File: src/rtl/register_inject_pkg.sv
// Shared types and widths for the register_inject writeback injector.
package register_inject_pkg;

    localparam int REG_ID_W = 5;
    localparam int DATA_W   = 32;
    localparam int HALF_W   = 16;

    typedef enum logic [1:0] {
        IDLE  = 2'd0,
        REQ   = 2'd1,
        WRITE = 2'd2
    } state_t;

endpackage

File: src/rtl/register_inject_button_debounce.sv
// Button conditioner: 2-flop synchroniser, stability counter and a one-cycle
// pulse on each accepted 0->1 transition of the debounced level.
module button_debounce #(
    parameter int DEBOUNCE_CYCLES = 1000000
) (
    input  logic clk,
    input  logic rst,
    input  logic i_btn,
    output logic o_pulse
);

    localparam int CNT_W = (DEBOUNCE_CYCLES > 1) ? $clog2(DEBOUNCE_CYCLES) : 1;
    localparam logic [CNT_W-1:0] CNT_LAST = CNT_W'(DEBOUNCE_CYCLES - 1);

    logic [1:0]       r_sync;
    logic             r_stable;
    logic [CNT_W-1:0] r_count;
    logic             r_pulse;

    // The pulse is raised on the same edge that accepts a new high level.
    always_ff @(posedge clk) begin
        if (!rst) begin
            r_sync   <= 2'b00;
            r_stable <= 1'b0;
            r_count  <= '0;
            r_pulse  <= 1'b0;
        end else begin
            r_sync  <= {r_sync[0], i_btn};
            r_pulse <= 1'b0;
            if (r_sync[1] != r_stable) begin
                if (r_count == CNT_LAST) begin
                    r_stable <= r_sync[1];
                    r_count  <= '0;
                    r_pulse  <= r_sync[1];
                end else begin
                    r_count <= r_count + 1'b1;
                end
            end else begin
                r_count <= '0;
            end
        end
    end

    assign o_pulse = r_pulse;

endmodule

File: src/rtl/register_inject.sv
// Switch/button driven writer for the core's register writeback bus.
// Optional grant-wait timeout is built when REGISTER_INJECT_TIMEOUT_EN is defined.
module register_inject
    import register_inject_pkg::*;
#(
    parameter int DEBOUNCE_CYCLES = 1000000,
    parameter int TIMEOUT_CYCLES  = 1024
) (
    input  logic                clk,
    input  logic                rst,
    input  logic [HALF_W-1:0]   sw_data,
    input  logic                sw_upper,
    input  logic [REG_ID_W-1:0] sw_address,
    input  logic                btn_load,
    input  logic                btn_commit,
    input  logic                inject_grant,
    output logic                inject_req,
    output logic [DATA_W-1:0]   write_data,
    output logic [REG_ID_W-1:0] write_id,
    output logic                write_enable,
    output logic                busy,
    output logic [HALF_W-1:0]   staged_led,
    output logic                timeout_flag
);

    state_t              r_state;
    state_t              w_next_state;
    logic [DATA_W-1:0]   r_staging;
    logic [DATA_W-1:0]   r_write_data;
    logic [REG_ID_W-1:0] r_write_id;
    logic                w_load_pulse;
    logic                w_commit_pulse;
    logic                w_load_go;
    logic                w_commit_go;

    button_debounce #(.DEBOUNCE_CYCLES(DEBOUNCE_CYCLES)) u_load_db (
        .clk     (clk),
        .rst     (rst),
        .i_btn   (btn_load),
        .o_pulse (w_load_pulse)
    );

    button_debounce #(.DEBOUNCE_CYCLES(DEBOUNCE_CYCLES)) u_commit_db (
        .clk     (clk),
        .rst     (rst),
        .i_btn   (btn_commit),
        .o_pulse (w_commit_pulse)
    );

    // Register x0 is hardwired in the core, so a commit aimed at it is ignored.
    assign w_load_go   = (r_state == IDLE) && w_load_pulse;
    assign w_commit_go = (r_state == IDLE) && w_commit_pulse && (sw_address != '0);

`ifdef REGISTER_INJECT_TIMEOUT_EN
    localparam int WAIT_W = (TIMEOUT_CYCLES > 1) ? $clog2(TIMEOUT_CYCLES) : 1;
    localparam logic [WAIT_W-1:0] WAIT_LAST = WAIT_W'(TIMEOUT_CYCLES - 1);

    logic [WAIT_W-1:0] r_wait;
    logic              r_timeout_flag;
    logic              w_timeout_hit;

    assign w_timeout_hit = (r_state == REQ) && !inject_grant && (r_wait == WAIT_LAST);

    // A grant on the final wait cycle still wins over the abort.
    always_ff @(posedge clk) begin
        if (!rst) begin
            r_wait         <= '0;
            r_timeout_flag <= 1'b0;
        end else begin
            if (r_state == REQ) begin
                r_wait <= r_wait + 1'b1;
            end else begin
                r_wait <= '0;
            end
            if (w_timeout_hit) begin
                r_timeout_flag <= 1'b1;
            end else if (r_state == WRITE) begin
                r_timeout_flag <= 1'b0;
            end
        end
    end

    assign timeout_flag = r_timeout_flag;
`else
    logic w_unused_timeout;
    assign w_unused_timeout = (TIMEOUT_CYCLES != 0);
    assign timeout_flag     = 1'b0;
`endif

    always_comb begin
        w_next_state = r_state;
        unique case (r_state)
            IDLE: begin
                if (w_commit_go) begin
                    w_next_state = REQ;
                end
            end
            REQ: begin
                if (inject_grant) begin
                    w_next_state = WRITE;
                end
`ifdef REGISTER_INJECT_TIMEOUT_EN
                else if (w_timeout_hit) begin
                    w_next_state = IDLE;
                end
`endif
            end
            WRITE: begin
                w_next_state = IDLE;
            end
            default: begin
                w_next_state = IDLE;
            end
        endcase
    end

    // Commit samples staging before a same-cycle load lands, via non-blocking order.
    always_ff @(posedge clk) begin
        if (!rst) begin
            r_state      <= IDLE;
            r_staging    <= '0;
            r_write_data <= '0;
            r_write_id   <= '0;
        end else begin
            r_state <= w_next_state;
            if (w_load_go) begin
                if (sw_upper) begin
                    r_staging[DATA_W-1:HALF_W] <= sw_data;
                end else begin
                    r_staging[HALF_W-1:0] <= sw_data;
                end
            end
            if (w_commit_go) begin
                r_write_data <= r_staging;
                r_write_id   <= sw_address;
            end
        end
    end

    assign inject_req   = (r_state == REQ);
    assign write_enable = (r_state == WRITE);
    assign busy         = (r_state != IDLE);
    assign write_data   = r_write_data;
    assign write_id     = r_write_id;
    assign staged_led   = sw_upper ? r_staging[DATA_W-1:HALF_W] : r_staging[HALF_W-1:0];

endmodule

File: config.mk
export PLATFORM = sky130hd
export DESIGN_NAME = register_inject
export DESIGN_NICKNAME = d
export VERILOG_FILES = /design/src/rtl/register_inject_pkg.sv /design/src/rtl/register_inject_button_debounce.sv /design/src/rtl/register_inject.sv
export SDC_FILE = /design/constraint.sdc
export NUM_CORES = 1
export LEC_CHECK = 0
export BUFFER_PORTS_ARGS = -buffer_cell sky130_fd_sc_hd__buf_2
export CORE_MARGIN = 8
export CORE_UTILIZATION = 35
export DETAILED_ROUTE_END_ITERATION = 16
export PLACE_DENSITY = 0.54
export SETUP_SLACK_MARGIN = 0.02
export SLEW_MARGIN = 20
export SYNTH_ARGS = -nofsm -noshare
export SYNTH_HDL_FRONTEND = slang
export SYNTH_SLANG_ARGS = --single-unit
File: constraint.sdc
create_clock -name clk -period 1.7 [get_ports clk]
set_input_delay 0.34 -clock clk [delete_from_list [all_inputs] [get_ports clk]]
set_output_delay 0.34 -clock clk [all_outputs]
set_load 0.02 [all_outputs]
==> flow_summary_export.csv <==
group,metric,value,unit
outcome,status,"finished with violations",
outcome,violations,"setup timing",
power,total_power,6.90,mW
placed_design,place_congestion,0.780,
setup_path,critPathKind,"flop to flop",
drt,antenna_left,0,
power,ir_drop,581,uV
setup_path,path_cells,"buf_6 > nor4b_4 > buf_4 > nand4b_1 > o211ai_1 > buf_4 > a21oi_2",
clocking,clock_latency,410,ps
clocking,clock-sinks,119,
die,initial_core_util,0.359,
global_routing,grt_pass1_vias,4250,
synthesis,ys_types,39,
synthesis,ys_warn_count,0,
worst_hold_path,min_from,"btn_load",
global_routing,grt_start_max_net_pins,33,
setup_path,crit_buf_inv,3,
global_routing,grt_pass1_wl,20900,um
drt,vias_per_cell,4.89,
sta,setup_viol,20,
synthesis,synthFlopType,"dfxtp_1",
power,leakage,2.50,nW
cells_and_area,diodes,0,
sta,skew,10.8,ps
setup_path,crit_top_cell,"buf_4",
flow_run,drv_cap,0,
worst_hold_path,hold_class,"primary input to flop",
clocking,cts_buffer_depth,2,
synthesis,synth_edf_count,0,
drt,drt_iter0_drc,276,
placed_design,postPlaceCellArea,0.00571,sq mm
die,io_pins,84,
setup_path,crit_path_top_delay_cell,"o211ai_1",
cells_and_area,fin_nets,724,
synthesis,syn_avg_cell_area,8.32,sq um
setup_path,crit_family,"buffers and inverters",
worst_hold_path,worstHoldEndpoint,"u_load_db.r_sync[0]$_SDFF_PN0_",
setup_path,critPathRequiredTime,1980,ps
clocking,cts-root-buf,"clkbuf_16",
worst_hold_path,min_path_cells,2,
setup_path,r2r-start,"u_load_db.r_count[8]$_SDFF_PP0_",
drt,dr.pass1.iters,4,
clocking,path_clk_slew,50,ps
cells_and_area,drive_gt1_frac,0.331,
sta,finalHoldViolCount,0,
setup_path,rrSetupSlack,-60,ps
setup_path,critPathMaxStageDelay,350,ps
global_routing,antenna_found_initial,0,
sta,period_needed,1760,ps
setup_path,arrival,2040,ps
setup_path,path_max_fanout,7,
global_routing,grt_overflow,0,
setup_path,startpoint_type,"flop",
synthesis,syn_nets,602,
sta,final.setup.worst_slack,-55.4,ps
synthesis,netlist_area,0.00477,sq mm
power,power_density,1060,mW/mm^2
drt,routed_wl,12600,um
placed_design,port_buffers,82,
cells_and_area,syn2layout_area_growth,37.1,%
die,coreArea,0.0133,sq mm
setup_path,worstReg2RegEnd,"u_load_db.r_count[19]$_SDFF_PP0_",
die,die_h,133,um
drt,drc_errors,0,
synthesis,synthCells,573,
die,die_w,133,um
clocking,htreeDepth,4,
sta,drv_slew,0,
sta,min_period_over_period,1.03,
die,placementRows,42,
cells_and_area,finalInstanceArea,0.00654,sq mm
sta,fmax,570,MHz
synthesis,ys_async_sr_fraction,0,
placed_design,hpwlAfterDp,8840,um
drt,via_count,4321,
drt,routedWlPerCell,14.2,um
clocking,cts_made_buffers,17,
setup_path,critPathCaptureType,"flop",
sta,rsz0062_at_grt,"true",
synthesis,ys_seq_area_frac,0.500,
clocking,cts_tree,"done",
die,fp.dieArea,0.0176,sq mm
setup_path,reg2reg_depth,7,
global_routing,gr-usage-all-layers,0.144,
synthesis,synth_seq_cells,119,
## cell families (layout without fill, tap and decap cells)
family | count (synthesis) | count (layout) | share of synthesized area
mux | 16 | 16 | 0.0378
fa+ha+maj | 2 | 2 | 0.00525
flops | 119 | 119 | 0.500
xor+xnor | 26 | 26 | 0.0478
other cells | 1 | 1 | 0.000786
buf+inv | 44 | 179 | 0.0375
compound gates | 102 | 102 | 0.114
simple gates | 263 | 263 | 0.257
## layout make-up
| type | count | area [sq um] |
|---|---|---|
| timing repair buffer | 138 | 888 |
| fill | 1295 | 6760 |
| clock buffer | 21 | 460 |
| tap | 176 | 220 |
| multi-input combinational | 410 | 2340 |
| clock inverter | 11 | 195 |
| sequential | 119 | 2400 |
| inverter | 9 | 33.8 |
## per-layer routing
layer,track usage,share of wire,vias up
met5,0,0,-
met4,0.0656,0.022,0
met3,0.0439,0.053,20
met2,0.236,0.47,97
met1,0.169,0.45,2016
li1,-,-,2188
## sequential cells by signal, indices dropped and copies added, names as in the netlist, 2 cells and up
name and cells:
r_state 2, write_id 5, u_commit_db.r_count 20, u_load_db.r_count 20
u_commit_db.r_sync 2, u_load_db.r_sync 2, write_data 32, r_staging 32
## placed cells by master (no fill, tap or decap), drive strengths merged, types with 2 or more instances in the layout
master      n
mux2       16
and4        5
o31ai       6
nand4b      2
nand4      11
and2        5
a32oi       2
inv        10
clkinv      2
buf       138
nand2     151
a21oi      82
and3        5
bufinv      5
o21ai       8
o211ai      3
dfxtp     119
or3         8
nor4        4
nor3        3
nor2       33
nor4b       4
nand3      14
nand2b      2
clkbuf     21
clkinvlp    3
xor2       17
ha          2
xnor2       9
or4        10
nor2b       2
## timing repair
item | 4_1_cts | 5_1_grt
buffers inserted | 1 | 1
resized for setup | 9 | 42
pin swaps | 0 | 16
hold endpoints to repair | 0 | 0
endpoints found under the setup margin | 28 | 44
hold buffers | 0 | 0
gates cloned | 1 | 0
## where the power goes
part | total, mW | switching, mW | internal (mW)
sequential | 2.80 | 0.00326 | 2.79
combinational | 0.132 | 0.0780 | 0.0536
clock | 3.97 | 1.29 | 2.68
## metrics by stage
stage | hold slack [ps] | setup WS [ps] | util | TNS [ps] | instances
detailed placement | 430 | -195 | 0.429 | -5420 | 849
CTS | 121 | 26.8 | 0.482 | 0 | 883
finish | 140 | -55.4 | 0.492 | -728 | 884
global route | 137 | -147 | 0.492 | -2430 | 884
global placement | 430 | -142 | 0.429 | -3830 | 849
floorplan | 412 | 0.361 | - | 0 | 573
## worst max path at each step
stage	from	endpoint	slack [ps]	cells after the start
2_1_floorplan	u_commit_db.r_count[9]$_SDFF_PP0_	u_commit_db.r_count[17]$_SDFF_PP0_	0.4	6
3_3_place_gp	sw_address[0]	write_data[19]$_SDFFE_PN0P_	-140	6
3_5_place_dp	sw_address[0]	write_data[12]$_SDFFE_PN0P_	-200	6
4_1_cts	u_load_db.r_count[10]$_SDFF_PP0_	u_load_db.r_count[5]$_SDFF_PP0_	30	7
5_1_grt	u_load_db.r_count[8]$_SDFF_PP0_	u_load_db.r_count[19]$_SDFF_PP0_	-150	7
6_report	u_load_db.r_count[8]$_SDFF_PP0_	u_load_db.r_count[19]$_SDFF_PP0_	-60	7
## cell usage after synthesis (3+ instances only)
master	instances	share of area
mux2_2	16	0.038
o31ai_1	6	0.0094
dfxtp_1	119	0.50
a21oi_1	82	0.086
nand4_1	11	0.014
nor4_1	4	0.0052
and2_1	5	0.0066
and3_1	5	0.0066
xor2_1	17	0.031
clkbuf_1	27	0.021
o211ai_1	3	0.0047
or4_1	10	0.016
nor2_1	33	0.026
o21ai_0	8	0.0084
xnor2_1	9	0.017
nand2_1	151	0.12
nand3_1	12	0.013
nor3_1	3	0.0031
and4_1	5	0.0092
nor4b_1	3	0.0055
buf_2	5	0.0052
or3_1	8	0.010
inv_1	8	0.0063
No activity file was read; power rests on OpenSTA's default activity.
